$ cat src/rtl/wb_commit.sv
// Writeback/commit stage: result select and extension, register file with two read ports,
// commit pulse, retired-instruction counter and ebreak halt. Same-cycle write bypass: WB_COMMIT_BYPASS_EN.
module wb_commit #(
   parameter int XLEN = 64,
   parameter int NREG = 32,
   localparam int AW = $clog2(NREG)
) (
   input  logic            clk,
   input  logic            rst,
   input  logic            in_valid,
   output logic            in_ready,
   input  logic            in_wen,
   input  logic [AW-1:0]   in_waddr,
   input  logic [XLEN-1:0] in_ex_res,
   input  logic [XLEN-1:0] in_mem_res,
   input  logic            in_sel_mem,
   input  logic [2:0]      in_ext,
   input  logic [XLEN-1:0] in_pc,
   input  logic            in_ebreak,
   input  logic [AW-1:0]   raddr1,
   input  logic [AW-1:0]   raddr2,
   output logic [XLEN-1:0] rdata1,
   output logic [XLEN-1:0] rdata2,
   output logic            commit_valid,
   output logic [XLEN-1:0] commit_pc,
   output logic [63:0]     instret,
   output logic            halt
);

   // XLEN must be at least 32 and NREG a power of two.
   function automatic logic [XLEN-1:0] extend_data(input logic [XLEN-1:0] raw,
                                                   input logic [2:0]      mode);
      logic [XLEN-1:0] res;
      case (mode)
         3'd0:    res = raw;
         3'd1:    res = XLEN'($signed(raw[31:0]));
         3'd2:    res = XLEN'(raw[31:0]);
         3'd3:    res = XLEN'($signed(raw[15:0]));
         3'd4:    res = XLEN'(raw[15:0]);
         3'd5:    res = XLEN'($signed(raw[7:0]));
         3'd6:    res = XLEN'(raw[7:0]);
         default: res = raw;
      endcase
      return res;
   endfunction

   logic [XLEN-1:0] regs_q [NREG];
   logic            commit_valid_q, commit_valid_d;
   logic [XLEN-1:0] commit_pc_q, commit_pc_d;
   logic [63:0]     instret_q, instret_d;
   logic            halt_q, halt_d;

   logic            accept_s;
   logic            wr_en_s;
   logic [XLEN-1:0] raw_s;
   logic [XLEN-1:0] wr_data_s;
   logic [AW-1:0]   raddr_s [2];
   logic [XLEN-1:0] rdata_s [2];

   always_comb begin
      raw_s          = in_sel_mem ? in_mem_res : in_ex_res;
      wr_data_s      = extend_data(raw_s, in_ext);
      accept_s       = in_valid && !halt_q;
      wr_en_s        = accept_s && in_wen && (in_waddr != {AW{1'b0}}) && (in_ext != 3'd7);
      commit_valid_d = accept_s;
      commit_pc_d    = accept_s ? in_pc : commit_pc_q;
      instret_d      = accept_s ? instret_q + 64'd1 : instret_q;
      // The ebreak request itself still writes and commits; only later requests are blocked.
      halt_d         = halt_q || (accept_s && in_ebreak);
   end

   always_ff @(posedge clk) begin
      if (rst) begin
         for (int i = 0; i < NREG; i++) begin
            regs_q[i] <= {XLEN{1'b0}};
         end
         commit_valid_q <= 1'b0;
         commit_pc_q    <= {XLEN{1'b0}};
         instret_q      <= 64'd0;
         halt_q         <= 1'b0;
      end else begin
         if (wr_en_s) begin
            regs_q[in_waddr] <= wr_data_s;
         end
         commit_valid_q <= commit_valid_d;
         commit_pc_q    <= commit_pc_d;
         instret_q      <= instret_d;
         halt_q         <= halt_d;
      end
   end

   assign raddr_s[0] = raddr1;
   assign raddr_s[1] = raddr2;

   always_comb begin
      for (int p = 0; p < 2; p++) begin
         rdata_s[p] = {XLEN{1'b0}};
         if (raddr_s[p] == {AW{1'b0}}) begin
            rdata_s[p] = {XLEN{1'b0}};
`ifdef WB_COMMIT_BYPASS_EN
         end else if (wr_en_s && (raddr_s[p] == in_waddr)) begin
            rdata_s[p] = wr_data_s;
`endif
         end else begin
            rdata_s[p] = regs_q[raddr_s[p]];
         end
      end
   end

   assign in_ready     = !halt_q;
   assign rdata1       = rdata_s[0];
   assign rdata2       = rdata_s[1];
   assign commit_valid = commit_valid_q;
   assign commit_pc    = commit_pc_q;
   assign instret      = instret_q;
   assign halt         = halt_q;

endmodule

$ cat config.mk
export PLATFORM = sky130hd
export DESIGN_NAME = wb_commit
export DESIGN_NICKNAME = d
export VERILOG_FILES = /design/src/rtl/wb_commit.sv
export SDC_FILE = /design/constraint.sdc
export NUM_CORES = 2
export LEC_CHECK = 0
export BUFFER_PORTS_ARGS = -buffer_cell sky130_fd_sc_hd__buf_4
export CAP_MARGIN = 20
export CORE_ASPECT_RATIO = 1.4
export CORE_UTILIZATION = 62
export DETAILED_ROUTE_END_ITERATION = 10
export PLACE_DENSITY_LB_ADDON = 0.05
export RECOVER_POWER = 100
export SLEW_MARGIN = 20
export SYNTH_ARGS = -nofsm -noshare
export SYNTH_HDL_FRONTEND = slang
export SYNTH_SLANG_ARGS = --single-unit
$ cat constraint.sdc
create_clock -name clk -period 4.14 [get_ports clk]
set_clock_uncertainty 0.1 [all_clocks]
set_input_delay 0.414 -clock clk [delete_from_list [all_inputs] [get_ports clk]]
set_output_delay 0.414 -clock clk [all_outputs]
set_load 0.005 [all_outputs]
Word-level counts from Yosys, hierarchy flattened
Memory sizes are Yosys's and may differ from the RTL's.
Index checks and enable logic that the tools add are counted.

word-level totals
  output and inout port bits = 259
  input bits = 216
  register bits after elaboration = 130
  memory bits (writable) = 2048
  memories kept = 1

cells by class
  muxes and demuxes = 12
  reductions and logical operators = 11
  eq/ne operators = 7
  $add $sub $neg = 1

memory list
  name    words  bits a word  read ports  clocked after memory_dff  write ports  line  RTL
  regs_q  32     64           2           0                         32           47    logic [XLEN-1:0] regs_q [NREG];

operators by type and width
  kind                   count
  $pmux 64 s6            1
  $mux 64                4
  $add 64x1->64 const B  1
  $reduce_or 64->1       1
  $logic_not 5->1        2
  $eq 3x3->1 const B     3
  $eq 3x2->1 const B     2
  $mux 1                 6
  $logic_and 1x1->1      5
  $mux 5                 1
  $reduce_bool 5->1      1
  $eq 3x1->1 const B     1
  $ne 3x3->1 const B     1
  $logic_not 1->1        1
  $logic_or 1x1->1       1

Longest topological paths before layout
  word-level depth = 10
  mapped depth = 9
  depth with buffers taken out = 6

Worst setup path after synthesis
No wires, ideal clock.

  kind = input to register
  from = input port rst
  to = memory regs_q[24][0], enable pin
  path buffers = 2
  library setup time = 0.433 ns
  data arrival time = 3.080 ns
  setup slack = 0.527 ns
  stages = 7
  path through = clkbuf_1 > and4bb_1 > nand2_1 > nor3b_1 > nand2_1 > buf_2 > nand2b_1

RTL lines
  what                line  RTL
  start: declaration  9     input logic rst,
  end: declaration    47

==> impl_metrics.ini <==
[outcome]
outcome = finished, violations left
violations = max-capacitance violations, max-slew violations, negative setup slack

[setup_path]
timing.rr.start = halt$_SDFF_PP0_
crit_type = reg2reg
cp-start-kind = flop
crit_path_max_fanout = 37
regToRegSetupSlack_ps = -70
worstRegToRegCells = 6
r2r_end = regs_q[8][58]$_SDFFCE_PN0P_
crit_required_ps = 4600
endpoint_kind = flop
critical_path_arrival_ps = 4670

[sta]
hold_viol = 0
worstMarginPinSlew_ps = 2840
setup_violations = 26
worst_slack_ps = -71.4
max_slew_margin_pct = -89.3
drv_slew = 2079
grt_setup_unrepaired = no
fin_crit_sh_pct = 102
fmax_mhz = 237
tns_ps = -653
period_needed_ps = 4210

[clocking]
clk_latency_ps = 870
postCtsSetupRepairBufs = 0
htree_levels = 4
cts_root_buffer = clkbuf_16
cts_sinks = 2178
cts_tree = yes
path_clk_slew_ps = 70
post_cts_resized = 0
holdBufCountCts = 70
clockBufferDepth = 3
cts_buffers = 202

[cells_and_area]
final_layout_size_suffix_gt1_share_pct = 28.9
finalNonFillerCells = 10300
mostFrequentLayoutCells = nor2_1, edfxtp_1, mux4_2, buf_4, mux2i_1
final_common_cell = nor2_1
nets = 8073
area_growth_pct = 12.3
fin_util_pct = 70.2

[synth]
synth-seq-cells = 2178
synthDistinctLibCells = 63
synth_warnings = 0
syn_area_per_cell_um2 = 14.7
syn_inst = 7499
synth_edf_count = 2048
syn_area_um2 = 110000
yosysSeqAreaShare_pct = 58.3
synthArstFlopShare_pct = 0
synthFlopType = edfxtp_1

[power_and_ir_drop]
p_leak_uw = 0.0445
peakVddDrop_uv = 605
p_per_area_nw_per_um2 = 409

[die]
die_x_um = 358
dieArea_um2 = 179000
io_pins = 475
core_area_um2 = 176000
floorplan.initialDensity_pct = 62.5
rows = 182
fp.dieH_um = 500

[grt]
grt_max_degree = 139
grt_pass1_vias = 76500
grtUsageTotal_pct = 45.7
grt_pass1_wl_mm = 561
antenna_found_initial = 28
grt_overflow = 0

[placement]
dp_cells = 9879
numPortBuffers = 474
hpwlAfterDp_mm = 225
gp_congestion = 0.892

[detailed_routing]
drtIter0Drc = 13800
drcViolationCount = 0
wl_mm = 408
firstDrtPassIters = 8
routedWlPerCell_um = 39.4
ant_nets = 0
via_per_inst = 7.57
num_vias = 78300

[worst_hold_path]
holdPathStages = 4
hp-class = in2reg
whs_endpoint = regs_q[22][1]$_SDFFCE_PN0P_
hold_path_startpoint = in_mem_res[1]

[job]
cap_violations = 47
==> layer usage <==
metal | GRT usage [%] | share of wire, % | up-vias
li1 | - | - | 29300
met1 | 57.6 | 31 | 39000
met2 | 68.2 | 45 | 7989
met3 | 14.5 | 16 | 1903
met4 | 30.5 | 8.2 | 24
met5 | 0 | 0.041 | -
==> synth_stat cells (31+ instances only) <==
| master | count | area share (%) |
|---|---|---|
| nand2_1 | 244 | 0.83 |
| dfxtp_1 | 130 | 2.4 |
| buf_6 | 31 | 0.32 |
| clkbuf_1 | 386 | 1.3 |
| buf_1 | 49 | 0.17 |
| buf_2 | 294 | 1.3 |
| edfxtp_1 | 2048 | 56 |
| o22ai_1 | 118 | 0.67 |
| mux4_2 | 1091 | 22 |
| a21oi_1 | 126 | 0.57 |
| nand4_1 | 31 | 0.18 |
| mux2i_1 | 299 | 2.7 |
| nor2_1 | 2053 | 7.0 |
| a21o_1 | 82 | 0.56 |
| nand3_1 | 34 | 0.15 |
| nand2b_1 | 38 | 0.22 |
| buf_4 | 38 | 0.26 |
| mux2_2 | 80 | 0.82 |
| a21oi_2 | 40 | 0.32 |
==> stage by stage <==
stage / power (µW) / hold slack (ps) / setup slack (ps) / area (µm²)
4_1_cts: 50300 / 2.20 / 307 / 125000
6_report: 50400 / 38.8 / -71.4 / 123000
3_3_place_gp: 31500 / 343 / 294 / 117000
5_1_grt: 51300 / 46.2 / 120 / 123000
2_1_floorplan: 29000 / 353 / 527 / 110000
3_5_place_dp: 31600 / 347 / 329 / 117000
==> state kept, by name, indices dropped and copies added (netlist names) <==
| register | flops |
|---|---|
| regs_q | 2048 |
| commit_pc | 64 |
| instret | 64 |
| commit_valid | 1 |
| halt | 1 |
==> cell families (layout without fill, tap and decap cells) <==
family	Yosys count	count (layout)	synth area share [%]
adders and majority gates	1	1	0.0114
DFF	2178	2178	58.3
AOI/OAI and AO/OA	481	481	2.87
other	1	80	0.00341
muxes	1470	1470	25.9
buffers and inverters	810	1272	3.44
and+or+nand+nor	2518	2518	9.14
xor gates and xnor gates	40	40	0.319
==> power by group <==
part           internal [µW]  switching (µW)
registers              24700             334
clock network          10600            8490
logic                   2400            3940
==> worst max path at each step <==
stage | cells after the start | endpoint | start
after floorplan | 7 | regs_q[24][0]$_SDFFCE_PN0P_ | rst
after detailed placement | 9 | rdata2[22] | raddr2[0]
final | 6 | regs_q[8][58]$_SDFFCE_PN0P_ | halt$_SDFF_PP0_
after global placement | 9 | rdata2[20] | raddr2[0]
after global routing | 7 | regs_q[16][46]$_SDFFCE_PN0P_ | halt$_SDFF_PP0_
after CTS | 9 | rdata2[22] | raddr2[0]
==> area by class of cell <==
type / count / area, µm²
antenna: 16 / 40.0
clock buffer: 258 / 5510
clock inverter: 114 / 1090
fill: 11600 / 52300
inverter: 12 / 62.6
multi-input combinational: 4574 / 42700
sequential: 2178 / 64100
tap: 2300 / 2880
timing repair buffer: 888 / 7100
==> worst max-delay path, stage by stage, from the launching register on <==
cell      delay [ps]
dfxtp_1          480
and4bb_1         380
and3_1           300
nand2_4           90
clkbuf_2        1010
buf_2           1330
nor2_1           150
(Power assumes the default switching activity.)
